<file path="src/rtl/trig_frame_decoder.sv">
// Serial trigger-command frame decoder: start, 3-bit code (MSB first), even parity, stop.
// Emits one registered single-cycle pulse per frame: a trigger command or an error.
module trig_frame_decoder #(
    parameter int BIT_CYCLES = 4
) (
    input  logic       clk,
    input  logic       rst,
    input  logic       trig_in,
    output logic       L1A,
    output logic       PL1A,
    output logic       PS,
    output logic       ALIGN,
    output logic       DELTA,
    output logic       err_parity,
    output logic       err_code,
    output logic       err_frame,
    output logic       busy,
    output logic [2:0] last_code
);

    localparam int HALF = (BIT_CYCLES - 1) / 2;
    localparam int CW   = (BIT_CYCLES > 1) ? $clog2(BIT_CYCLES) : 1;
    localparam logic [CW-1:0] CNT_LAST = CW'(BIT_CYCLES - 1);
    localparam logic [CW-1:0] CNT_HALF = CW'(HALF);
    localparam logic [CW-1:0] CNT_ONE  = CW'(1);

    typedef enum logic [2:0] {IDLE, START, DATA, PARITY, STOP} state_t;

    state_t        state, state_nxt;
    logic [CW-1:0] cnt, cnt_nxt;
    logic [1:0]    idx, idx_nxt;
    logic [2:0]    code, code_nxt;
    logic          par, par_nxt;
    logic [2:0]    last_nxt;
    // {err_frame, err_parity, err_code, DELTA, ALIGN, PS, PL1A, L1A}
    logic [7:0]    pulse, pulse_nxt;
    logic          bit_tick;

    function automatic logic [4:0] trig_onehot(input logic [2:0] c);
        case (c)
            3'b001:  trig_onehot = 5'b00001;
            3'b010:  trig_onehot = 5'b00010;
            3'b011:  trig_onehot = 5'b00100;
            3'b100:  trig_onehot = 5'b01000;
            3'b101:  trig_onehot = 5'b10000;
            default: trig_onehot = 5'b00000;
        endcase
    endfunction

    assign bit_tick = (cnt == CNT_LAST);

    always_comb begin
        state_nxt = state;
        cnt_nxt   = cnt;
        idx_nxt   = idx;
        code_nxt  = code;
        par_nxt   = par;
        last_nxt  = last_code;
        pulse_nxt = '0;
        case (state)
            IDLE: begin
                if (trig_in) begin
                    idx_nxt = '0;
                    // With no half-bit offset this sample already is the start bit.
                    if (HALF == 0) begin
                        state_nxt = DATA;
                        cnt_nxt   = '0;
                    end else begin
                        state_nxt = START;
                        cnt_nxt   = CNT_ONE;
                    end
                end
            end
            START: begin
                if (cnt == CNT_HALF) begin
                    cnt_nxt   = '0;
                    state_nxt = trig_in ? DATA : IDLE;
                end else begin
                    cnt_nxt = cnt + CNT_ONE;
                end
            end
            DATA: begin
                if (bit_tick) begin
                    cnt_nxt  = '0;
                    code_nxt = {code[1:0], trig_in};
                    if (idx == 2'd2) state_nxt = PARITY;
                    else             idx_nxt   = idx + 2'd1;
                end else begin
                    cnt_nxt = cnt + CNT_ONE;
                end
            end
            PARITY: begin
                if (bit_tick) begin
                    cnt_nxt   = '0;
                    par_nxt   = trig_in;
                    state_nxt = STOP;
                end else begin
                    cnt_nxt = cnt + CNT_ONE;
                end
            end
            STOP: begin
                if (bit_tick) begin
                    cnt_nxt   = '0;
                    state_nxt = IDLE;
                    if (trig_in)                     pulse_nxt[7] = 1'b1;
                    else if ((^code) != par)         pulse_nxt[6] = 1'b1;
                    else if (trig_onehot(code) == 0) pulse_nxt[5] = 1'b1;
                    else begin
                        pulse_nxt[4:0] = trig_onehot(code);
                        last_nxt       = code;
                    end
                end else begin
                    cnt_nxt = cnt + CNT_ONE;
                end
            end
            default: state_nxt = IDLE;
        endcase
    end

    always_ff @(posedge clk or negedge rst) begin
        if (!rst) begin
            state     <= IDLE;
            cnt       <= '0;
            idx       <= '0;
            code      <= '0;
            par       <= 1'b0;
            pulse     <= '0;
            busy      <= 1'b0;
            last_code <= '0;
        end else begin
            state     <= state_nxt;
            cnt       <= cnt_nxt;
            idx       <= idx_nxt;
            code      <= code_nxt;
            par       <= par_nxt;
            pulse     <= pulse_nxt;
            busy      <= (state_nxt != IDLE);
            last_code <= last_nxt;
        end
    end

    assign {err_frame, err_parity, err_code, DELTA, ALIGN, PS, PL1A, L1A} = pulse;

endmodule

</file>
<file path="config.mk">
export PLATFORM = sky130hd
export DESIGN_NAME = trig_frame_decoder
export DESIGN_NICKNAME = d
export VERILOG_FILES = /design/src/rtl/trig_frame_decoder.sv
export SDC_FILE = /design/constraint.sdc
export NUM_CORES = 1
export LEC_CHECK = 0
export ABC_AREA = 1
export BUFFER_PORTS_ARGS = -buffer_cell sky130_fd_sc_hd__clkbuf_2
export CAP_MARGIN = 40
export CORE_MARGIN = 8
export CORE_UTILIZATION = 45
export DETAILED_ROUTE_END_ITERATION = 8
export PLACE_DENSITY_LB_ADDON = 0.05
export RECOVER_POWER = 25
export SLEW_MARGIN = 20
export SYNTH_ARGS = -nofsm -noshare
export SYNTH_HDL_FRONTEND = slang
export SYNTH_SLANG_ARGS = --single-unit
</file>
<file path="constraint.sdc">
create_clock -name clk -period 1.43 [get_ports clk]
set_input_delay 0.0715 -clock clk [delete_from_list [all_inputs] [get_ports clk]]
set_output_delay 0.0715 -clock clk [all_outputs]
set_load 0.03 [all_outputs]
</file>
==> metrics.json <==
{
  "synthesis": {
    "synth_cells": 146,
    "syn_nets": 157,
    "yosys_register_bits": 23,
    "syn_area_per_cell_um2": 8.44,
    "synth.yosys.seq_area_share_pct": 46.7,
    "number_of_synthesis_warnings": 0,
    "yosysUniqueCellTypes": 20,
    "synth_area_um2": 1230
  },
  "sta": {
    "fin_setup_tns_ns": 0,
    "finalMaxSlewViolations": 0,
    "timing.fmax_mhz": 723,
    "maxSlewHeadroom_pct": 63.1,
    "fin_crit_ns": 1.38,
    "setup_violations": 0,
    "finalCritPeriodShare_pct": 96.7,
    "actual_transition_at_the_worst_max_transition_pin_ns": 0.554,
    "timing.clock.skew_ns": 0.00158,
    "whs_ns": 0.0420,
    "rsz0062_at_grt": "true",
    "report.final.hold_viol_count": 0
  },
  "critical_path": {
    "worst_ep_required_time_ns": 1.63,
    "timing.critical_path.from_type": "register",
    "critical_path_peak_fanout": 5,
    "worst_r2r_path_depth": 8,
    "arrival_ns": 1.59,
    "critical_path_class": "register to register",
    "timing.critical_path.to_type": "register"
  },
  "placement": {
    "postPlaceCellArea_um2": 1370,
    "place_hpwl_mm": 1.80,
    "gp_congestion": 0.776,
    "buffer_ports.inserted": 14
  },
  "floorplan": {
    "io_pins": 15,
    "die_area_um2": 4670,
    "die_width_um": 68.3,
    "floorplan.rows": 19,
    "die_y_um": 68.3,
    "core_um2": 2690,
    "floorplan.initialDensity_pct": 45.9
  },
  "power": {
    "intPower_mw": 1.56,
    "power.combinational.fraction_pct": 57.1,
    "netSwitchingPower_mw": 1.36,
    "seq_power_share_pct": 32.7,
    "worst_vdd_ir_mv": 1.21,
    "share_of_total_power_in_the_clock_network_pct": 10.2,
    "power.share.switching_pct": 46.6,
    "power_density_nw_per_um2": 1900,
    "cellLeakagePower_nw": 0.834
  },
  "routing": {
    "route.detailed.wl_per_inst_um": 11.8,
    "drt_pass1_iterations": 4,
    "drt_iter0_drc": 21,
    "route.detailed.drc": 0,
    "drt-vias-per-instance": 4.87,
    "route.vias.total": 1008,
    "detail-route-antenna-nets": 0,
    "drt-total-wl_mm": 2.44
  },
  "min_path": {
    "holdCritPathClass": "primary input to register",
    "min_path_cells": 2
  },
  "layout": {
    "nets": 188,
    "area_growth_syn_to_layout_pct": 24.5,
    "finish.instance_area_um2": 1530,
    "antenna_cells_inserted": 0,
    "finish.utilization_pct": 57.1,
    "layout-drive-gt1-share_pct": 33.0
  },
  "run": {
    "max_cap_viol_count": 0
  },
  "global_routing": {
    "grt_pass1_wl_mm": 4.11,
    "grt_start_max_net_pins": 24,
    "gr-usage-all-layers_pct": 11.2,
    "antenna_violations_before_repair": 0,
    "globalRouteOverflowTotal": 0,
    "first_global_vias": 976
  },
  "cts": {
    "path_clk_slew_ns": 0.12,
    "cts_sinks": 23,
    "clk_path_buf_depth": 2,
    "tritoncts": "done",
    "cts-root-buf": "clkbuf_4",
    "clkLatencyLatePin_ns": 0.30,
    "htreeDepth": 1,
    "cts_buffers": 3
  },
  "status": {
    "run_status": "complete, no violations"
  }
}
[path summary, 6_finish.rpt]
kind	startpoint	slack, ns	endpoint
worst max-delay path	cnt[0]	0.05	last_code[0]
worst min-delay path	trig_in	0.04	pulse[6]
worst max register to register	cnt[0]	0.05	last_code[0]
worst min register to register	last_code[1]	0.49	last_code[1]
max in group asynchronous	rst	0.77	code[2]
min in group asynchronous	rst	0.27	pulse[0]
[registers in the layout, indices dropped and copies added (netlist names)]
signal and cells:
idx 2, busy 1, state 3, par 1, cnt 2, code 3
pulse 8, last_code 3
[power by group through the flow]
stage	combinational (mW)	clock, mW	sequential (mW)
finish	1.66	0.296	0.954
detailed placement	1.34	0	0.957
global placement	1.33	0	0.953
floorplan	1.01	0	0.964
CTS	1.35	0.316	0.944
global route	1.86	0.349	0.976
[layout make-up]
class                   instances  area [µm²]
clock buffers                   4        26.3
fillers                       259        1150
inverters                      21        82.6
multi-input cells             101         623
flip-flops and latches         23         577
well taps                      31        38.8
repair buffers                 27         186
[worst max-delay path, stage by stage, from the launching register on]
cell	delay [ns]
dfrtp_1	0.43
ha_2	0.22
buf_4	0.11
nand2_2	0.06
nor3_4	0.15
buf_12	0.14
nand3_4	0.07
nand2_1	0.06
nand2_1	0.05
[cells by family (layout without fill, tap and decap cells)]
group,Yosys count,in the layout,synth area share (%)
DFF,23,23,46.7
buffers and inverters,22,52,7.31
AOI/OAI and AO/OA,11,11,4.77
and+or+nand+nor,82,82,33.1
adders and majority gates,8,8,8.12
[timing repair]
item,in CTS,in global routing
hold buffers,1,0
endpoints found under the setup margin,0,14
setup buffers,0,7
gates resized for setup,0,19
hold endpoints to repair,23,0
[metrics by stage]
| stage | worst slack (ns) | power (mW) | std cells |
|---|---|---|---|
| floorplan | 0.0854 | 1.97 | 146 |
| global placement | 0.0417 | 2.28 | 195 |
| detailed placement | 0.0222 | 2.30 | 195 |
| CTS | 0.00314 | 2.61 | 200 |
| global route | -0.0358 | 3.18 | 207 |
| finish | 0.0468 | 2.91 | 207 |
[layout by cell type (no fill, tap or decap), types with 4 or more instances in the layout]
cell type / synthesis / layout
nand2_1: 40 / 38
dfrtp_1: 23 / 22
inv_1: 20 / 16
nor2_1: 15 / 14
clkbuf_2: 0 / 14
buf_4: 0 / 10
nand3_1: 10 / 6
o21ai_0: 6 / 6
ha_1: 8 / 6
nand2_2: 4 / 5
inv_2: 1 / 4
[synth_stat cells]
library cell  count  area [µm²]
o21ai_2           1        8.76
nor3_1            1        5.00
nand2_1          40         150
nand2_4           2        22.5
inv_1            20        75.1
o21ai_0           6        30.0
nand2_2           4        25.0
dfrtp_1          23         576
nand4_1           3        18.8
inv_2             1        3.75
nor3_2            3        30.0
a21oi_1           4        20.0
nand3_1          10        50.1
nor4_1            1        6.26
ha_1              8         100
nand3_2           1        10.0
buf_6             1        11.3
nor3_4            1        16.3
nor2_1           15        56.3
nand3_4           1        17.5
[metal layers]
metal	share of wire, %	up-vias	GRT usage [%]
met5	0	-	0
met3	4.2	4	1.96
met2	52	12	21.5
met1	43	469	12.6
li1	-	523	-
met4	1.4	0	2.30
No activity file was read; power rests on OpenSTA's default activity.
